<file path="src/rtl/adc_pkg.sv">
// Shared types and defaults for the multi-lane ADC frame reader.
package adc_pkg;
    typedef enum logic [1:0] {SYNC, IDLE, SHIFT} adc_state_e;

    localparam int unsigned NUM_CH_DEF = 4;
    localparam int unsigned WORD_W_DEF = 32;
    localparam int unsigned DEPTH_DEF  = 4;

    function automatic int unsigned fill_width(input int unsigned depth);
        return $clog2(depth) + 1;
    endfunction
endpackage

</file>
<file path="src/rtl/adc_frame_reader_if.sv">
// Downstream result handshake: FIFO head data with valid/ready.
interface adc_frame_reader_if
    import adc_pkg::*;
#(
    parameter int unsigned NUM_CH = NUM_CH_DEF,
    parameter int unsigned WORD_W = WORD_W_DEF
);
    logic [NUM_CH*WORD_W-1:0] result_data;
    logic                     result_valid;
    logic                     result_ready;

    modport master (output result_data, output result_valid, input result_ready);
    modport slave  (input result_data, input result_valid, output result_ready);
endinterface

</file>
<file path="src/rtl/adc_frame_fifo.sv">
// Show-ahead frame FIFO; a push into a full FIFO succeeds when a pop happens in the same cycle.
module adc_frame_fifo #(
    parameter int unsigned WIDTH = 32,
    parameter int unsigned DEPTH = 4,
    localparam int unsigned AW = $clog2(DEPTH),
    localparam int unsigned FW = AW + 1
) (
    input  logic             clk,
    input  logic             rst_n,
    input  logic             push,
    input  logic [WIDTH-1:0] wdata,
    output logic             push_ok,
    input  logic             pop_req,
    output logic [WIDTH-1:0] rd_data,
    output logic             rd_valid,
    output logic [FW-1:0]    fill
);
    logic [WIDTH-1:0] mem_q [DEPTH];
    logic [WIDTH-1:0] mem_d [DEPTH];
    logic [AW-1:0]    wr_ptr_q, wr_ptr_d, rd_ptr_q, rd_ptr_d;
    logic [FW-1:0]    cnt_q, cnt_d;
    logic             full, pop;

    always_comb begin
        full     = (cnt_q == FW'(DEPTH));
        rd_valid = (cnt_q != '0);
        pop      = pop_req && rd_valid;
        push_ok  = push && (!full || pop);
        mem_d    = mem_q;
        wr_ptr_d = wr_ptr_q;
        rd_ptr_d = rd_ptr_q;
        if (push_ok) begin
            mem_d[wr_ptr_q] = wdata;
            wr_ptr_d        = wr_ptr_q + AW'(1);
        end
        if (pop) begin
            rd_ptr_d = rd_ptr_q + AW'(1);
        end
        cnt_d   = cnt_q + FW'(push_ok) - FW'(pop);
        rd_data = rd_valid ? mem_q[rd_ptr_q] : '0;
        fill    = cnt_q;
    end

    always_ff @(posedge clk or negedge rst_n) begin
        if (!rst_n) begin
            mem_q    <= '{default: '0};
            wr_ptr_q <= '0;
            rd_ptr_q <= '0;
            cnt_q    <= '0;
        end else begin
            mem_q    <= mem_d;
            wr_ptr_q <= wr_ptr_d;
            rd_ptr_q <= rd_ptr_d;
            cnt_q    <= cnt_d;
        end
    end
endmodule

</file>
<file path="src/rtl/adc_frame_reader.sv">
// Multi-lane serial ADC frame receiver feeding a show-ahead FIFO.
// Define ADC_FRAME_LEN_CHECK_EN to reject frames whose length differs from WORD_W.
module adc_frame_reader
    import adc_pkg::*;
#(
    parameter int unsigned NUM_CH = NUM_CH_DEF,
    parameter int unsigned WORD_W = WORD_W_DEF,
    parameter int unsigned DEPTH  = DEPTH_DEF,
    localparam int unsigned FILL_W = fill_width(DEPTH)
) (
    input  logic                SCO,
    input  logic                reset,
    input  logic                FSO,
    input  logic [NUM_CH-1:0]   SDO,
    input  logic                ADCSTATUS1,
    adc_frame_reader_if.master  res,
    output logic                ADCSTATUS2,
    output logic                frame_err,
    output logic                overflow,
    output logic [FILL_W-1:0]   fill
);
    logic [1:0]                     rst_sync_q;
    logic                           rst_n;
    adc_state_e                     state_q, state_d;
    logic [NUM_CH-1:0][WORD_W-1:0]  sh_q, sh_d;
    logic                           cap_en_q, cap_en_d;
    logic                           status2_q, status2_d;
    logic                           overflow_q, overflow_d;
    logic                           end_frame, len_ok, commit, push_ok;

    // Assert asynchronously, release on the second SCO edge.
    always_ff @(posedge SCO or negedge reset) begin
        if (!reset) rst_sync_q <= '0;
        else        rst_sync_q <= {rst_sync_q[0], 1'b1};
    end
    assign rst_n = rst_sync_q[1];

`ifdef ADC_FRAME_LEN_CHECK_EN
    localparam int unsigned CNT_W = $clog2(WORD_W + 2);
    logic [CNT_W-1:0] bit_cnt_q, bit_cnt_d;
    logic             frame_err_q, frame_err_d;
`endif

    always_comb begin
        state_d   = state_q;
        sh_d      = sh_q;
        cap_en_d  = cap_en_q;
        end_frame = 1'b0;
`ifdef ADC_FRAME_LEN_CHECK_EN
        bit_cnt_d = bit_cnt_q;
`endif
        unique case (state_q)
            SYNC: if (FSO) state_d = IDLE;
            IDLE: begin
                if (!FSO) begin
                    state_d  = SHIFT;
                    cap_en_d = ADCSTATUS1;
                    for (int unsigned ch = 0; ch < NUM_CH; ch++) sh_d[ch] = WORD_W'(SDO[ch]);
`ifdef ADC_FRAME_LEN_CHECK_EN
                    bit_cnt_d = CNT_W'(1);
`endif
                end
            end
            SHIFT: begin
                if (!FSO) begin
                    for (int unsigned ch = 0; ch < NUM_CH; ch++)
                        sh_d[ch] = {sh_q[ch][WORD_W-2:0], SDO[ch]};
`ifdef ADC_FRAME_LEN_CHECK_EN
                    if (bit_cnt_q != CNT_W'(WORD_W + 1)) bit_cnt_d = bit_cnt_q + CNT_W'(1);
`endif
                end else begin
                    state_d   = IDLE;
                    end_frame = 1'b1;
                end
            end
            default: state_d = SYNC;
        endcase

`ifdef ADC_FRAME_LEN_CHECK_EN
        len_ok      = (bit_cnt_q == CNT_W'(WORD_W));
        frame_err_d = frame_err_q | (end_frame && cap_en_q && !len_ok);
`else
        len_ok      = 1'b1;
`endif
        commit     = end_frame && cap_en_q && len_ok;
        status2_d  = push_ok;
        overflow_d = overflow_q | (commit && !push_ok);
    end

    always_ff @(posedge SCO or negedge rst_n) begin
        if (!rst_n) begin
            state_q    <= SYNC;
            sh_q       <= '0;
            cap_en_q   <= 1'b0;
            status2_q  <= 1'b0;
            overflow_q <= 1'b0;
        end else begin
            state_q    <= state_d;
            sh_q       <= sh_d;
            cap_en_q   <= cap_en_d;
            status2_q  <= status2_d;
            overflow_q <= overflow_d;
        end
    end

`ifdef ADC_FRAME_LEN_CHECK_EN
    always_ff @(posedge SCO or negedge rst_n) begin
        if (!rst_n) begin
            bit_cnt_q   <= '0;
            frame_err_q <= 1'b0;
        end else begin
            bit_cnt_q   <= bit_cnt_d;
            frame_err_q <= frame_err_d;
        end
    end
    assign frame_err = frame_err_q;
`else
    assign frame_err = 1'b0;
`endif

    assign ADCSTATUS2 = status2_q;
    assign overflow   = overflow_q;

    adc_frame_fifo #(
        .WIDTH (NUM_CH * WORD_W),
        .DEPTH (DEPTH)
    ) u_fifo (
        .clk      (SCO),
        .rst_n    (rst_n),
        .push     (commit),
        .wdata    (sh_q),
        .push_ok  (push_ok),
        .pop_req  (res.result_ready),
        .rd_data  (res.result_data),
        .rd_valid (res.result_valid),
        .fill     (fill)
    );
endmodule

</file>
<file path="src/flat_wrapper.sv">
// flat-port wrapper written by rule: the top's interface ports become plain ports
module adc_frame_reader_flat import adc_pkg::*;
#(
    parameter int unsigned NUM_CH = NUM_CH_DEF,
    parameter int unsigned WORD_W = WORD_W_DEF,
    parameter int unsigned DEPTH  = DEPTH_DEF,
    localparam int unsigned FILL_W = fill_width(DEPTH)
)
  (SCO, reset, FSO, SDO, ADCSTATUS1, ADCSTATUS2, frame_err, overflow, fill, res_result_data, res_result_valid, res_result_ready);
  adc_frame_reader_if #(.NUM_CH(NUM_CH), .WORD_W(WORD_W)) res_i ();
  input  logic SCO;
  input  logic reset;
  input  logic FSO;
  input  logic [NUM_CH-1:0] SDO;
  input  logic ADCSTATUS1;
  output logic ADCSTATUS2;
  output logic frame_err;
  output logic overflow;
  output logic [FILL_W-1:0] fill;
  output wire logic [$bits(res_i.result_data)-1:0] res_result_data;
  output wire logic [$bits(res_i.result_valid)-1:0] res_result_valid;
  input wire logic [$bits(res_i.result_ready)-1:0] res_result_ready;
  assign res_result_data = res_i.result_data;
  assign res_result_valid = res_i.result_valid;
  assign res_i.result_ready = res_result_ready;
  adc_frame_reader #(.NUM_CH(NUM_CH), .WORD_W(WORD_W), .DEPTH(DEPTH)) u_core (.SCO(SCO), .reset(reset), .FSO(FSO), .SDO(SDO), .ADCSTATUS1(ADCSTATUS1), .res(res_i), .ADCSTATUS2(ADCSTATUS2), .frame_err(frame_err), .overflow(overflow), .fill(fill));
endmodule
</file>
<file path="config.mk">
export PLATFORM = sky130hd
export DESIGN_NAME = adc_frame_reader_flat
export DESIGN_NICKNAME = d
export VERILOG_FILES = /design/src/rtl/adc_pkg.sv /design/src/rtl/adc_frame_reader_if.sv /design/src/rtl/adc_frame_fifo.sv /design/src/rtl/adc_frame_reader.sv /design/src/flat_wrapper.sv
export SDC_FILE = /design/constraint.sdc
export NUM_CORES = 1
export LEC_CHECK = 0
export CORE_ASPECT_RATIO = 0.75
export CORE_MARGIN = 4
export CORE_UTILIZATION = 40
export CTS_CLUSTER_DIAMETER = 200
export CTS_CLUSTER_SIZE = 24
export DETAILED_ROUTE_END_ITERATION = 7
export PLACE_DENSITY = 0.56
export SYNTH_ARGS = -nofsm -noshare
export SYNTH_HDL_FRONTEND = slang
export SYNTH_SLANG_ARGS = --single-unit
</file>
<file path="constraint.sdc">
create_clock -name SCO -period 21.4 [get_ports SCO]
set_input_delay 4.28 -clock SCO [delete_from_list [all_inputs] [get_ports SCO]]
set_output_delay 4.28 -clock SCO [all_outputs]
set_load 0.03 [all_outputs]
</file>
==> results by group <==
CTS
  • Root Buffer: clkbuf_16
  • Post-CTS resize count: 0
  • Clock Latency Late Sink: roughly 0.61 ns
  • # clock sinks: 654
  • Htree depth: 1
  • Clock slew at reported path FFs: ~0.10 ns
  • Clk buf depth: 3
  • CTS Buf Count: 31
  • # hold bufs at CTS: 0
  • CTS tree: done
  • Post-CTS setup buffers: 0

Timing
  • RSZ-0062 raised after global routing: no
  • Final Cycle Share: between 40% and 50%
  • Fmax: between 100 and 150 MHz
  • Setup-failing EPs final: 0
  • Period minus WS final: roughly 8.7 ns
  • Slew @ Worst Pin: approximately 1.1 ns
  • Post-route setup TNS: 0 ns
  • Final hold viol count: 0
  • Max_slew headroom: around 28%
  • Count of final max-slew check failures: 0
  • Clock skew: about 0.023 ns

Worst setup path
  • Crit path DAT: 4.43 ns
  • Worst setup EP type: output port
  • Crit Path Category: register to output port
  • Worst EP required: ~17 ns
  • Setup crit start kind: register
  • Worst-path fanout max: between 50 and 60

Logic synthesis
  • Avg Inst Size Synth: roughly 18 um2
  • Asr flop ratio synth: 100%
  • Yosys warns: 0
  • Number of synthesized flops with an enable pin: 0
  • Post-Syn Nets: between 1,500 and 2,000
  • #FFs+latches synth: between 600 and 700
  • Register area share after synthesis: 54.3%
  • Unique masters post-synth: 31
  • Syn Std Cell Area: roughly 30,000 um2
  • Post-synthesis cell count: 1,721
  • Synth Flop Type: dfrtp_1

Drt
  • DR top layer: met4
  • Number of remaining DRC errors: 0
  • Initial DRT Pass Iterations: 4
  • Drt wl/cell: about 23 um
  • Vias per inst: approximately 5.3
  • Drt initial violations: between 800 and 900
  • Routed wl met3: roughly 1900 um
  • Number of nets with antenna violations after routing: 0
  • M1 wire length: 31,300 um
  • Total number of vias: about 15,000
  • Final WL: between 60,000 and 70,000 um
  • WL met2: 29,300 um

Final layout
  • Most frequent cells in the layout: dfrtp_1, mux2_4, clkdlybuf4s50_1
  • Area Growth Syn to Fin: 7.78%
  • Final core utilization: a little over two fifths
  • Most common cell after layout, fill and taps aside: dfrtp_1
  • Fin cells: 2,762
  • Nets: 1,806
  • Share of layout cells above drive strength 1: 36.9%

Die
  • Core Region: roughly 74,000 um2
  • Die height: ~250 um
  • Die Wd: between 300 and 400 um
  • Total die area: 79,800 um2
  • # rows: 86
  • Top-level port count: around 140
  • Initial core utilization: about two fifths

Min path
  • Min-Delay Path Class: register to register

GRT
  • Largest net degree at the start of global routing: about 110
  • Initial antenna violation count: 0
  • Overflow after GRT: 0
  • GRT Total Usage: 15.9%
  • First-pass GRT wire length: slightly above 100,000 um
  • Vias in the first global route: between 15,000 and 20,000

Outcome
  • Status: completed

Run
  • Max-Cap Viols: 0

Power and ir drop
  • Leakage Power: 16.4 nW
  • Pwr/cell area: roughly 74 nW/um2
  • Peak supply drop: 52.8 uV

Placement
  • DPL Wire Length: around 35,000 um
  • Number of port buffers: about 140
  • Placed cells: between 2,000 and 3,000
  • Final Wtd Congestion: between 0.6 and 0.7
cells by family (layout without fill, tap and decap cells):
group,after synthesis,count (layout),synth area share [%]
AO/OA/AOI/OAI,128,128,3.69
XOR/XNOR,5,5,0.145
other,2,3,0.0249
multiplexers,645,645,33.9
flip-flops,654,654,54.3
buffers and inverters,137,209,4.53
adder cells (fa/ha/maj),7,7,0.316
AND/OR/NAND/NOR,143,143,3.13
cell usage after synthesis (all sizes together) (4+ instances only):
| master | number | area share [%] |
|---|---|---|
| ha | 6 | 0.25 |
| mux2 | 517 | 24 |
| buf | 84 | 3.9 |
| and2 | 129 | 2.7 |
| clkbuf | 45 | 0.56 |
| xnor2 | 4 | 0.12 |
| a22o | 124 | 3.6 |
| dfrtp | 654 | 54 |
| inv | 8 | 0.10 |
| mux4 | 128 | 9.6 |
| nand3 | 6 | 0.27 |
worst paths after layout:
check / end / slack, ns / startpoint / cells past startpoint
worst max-delay path: res_result_data[93] / 12.69 / u_core.u_fifo.rd_ptr_q[1] / 5
worst min-delay path: u_core.rst_sync_q[1] / 0.36 / u_core.rst_sync_q[0] / 0
worst max register to register: u_core.u_fifo.mem_q[221] / 17.18 / u_core.u_fifo.fill[1] / 5
worst min register to register: u_core.rst_sync_q[1] / 0.36 / u_core.rst_sync_q[0] / 0
max in group asynchronous: u_core.rst_sync_q[1] / 17.44 / reset / 1
min in group asynchronous: u_core.u_fifo.mem_q[136] / 0.47 / u_core.rst_sync_q[1] / 0
report_power, final:
group          switching [mW]  internal [mW]
clock network           0.389          0.264
logic                   0.231          0.175
registers              0.0701           1.27
total                   0.690           1.70
registers in the layout, summed over array words and instances, names as in the netlist:
signal and flops:
u_core.u_fifo.mem_q 512, u_core.cap_en_q 1, u_core.state_q 2, u_core.ADCSTATUS2 1
u_core.u_fifo.fill 3, u_core.rst_sync_q 2, u_core.u_fifo.wr_ptr_q 2, u_core.sh_q 128
u_core.u_fifo.rd_ptr_q 2, u_core.overflow 1
layout make-up:
type / instances / area (um2)
repair buffers: 165 / 1620
clock inverters: 2 / 28.8
flip-flops and latches: 654 / 16400
clock buffers: 34 / 787
fillers: 6481 / 41500
well taps: 968 / 1210
multi-input cells: 930 / 12400
diodes: 1 / 2.50
inverters: 8 / 30.0
through the flow:
stage	power [mW]	instance area, um2	setup WS (ns)	hold slack, ns
after global placement	1.78	31700	12.94	0.334
after global routing	2.51	32500	12.54	0.377
after detailed placement	1.79	31700	12.90	0.337
after CTS	2.44	32500	12.60	0.360
final	2.39	32500	12.69	0.359
after floorplan	1.66	30100	1.82	0.331
per-layer routing:
layer / vias up / track usage, %
li1: 6428 / -
met1: 8083 / 23.8
met2: 166 / 25.7
met3: 53 / 1.97
met4: 0 / 2.29
met5: - / 0
critical path: stages (launching register included):
cell and delay, ns:
dfrtp_4 0.79, buf_4 0.79, buf_4 0.82, mux4_2 0.35, and2_1 0.25, clkdlybuf4s50_1 0.73
No activity file was read; power rests on OpenSTA's default activity.
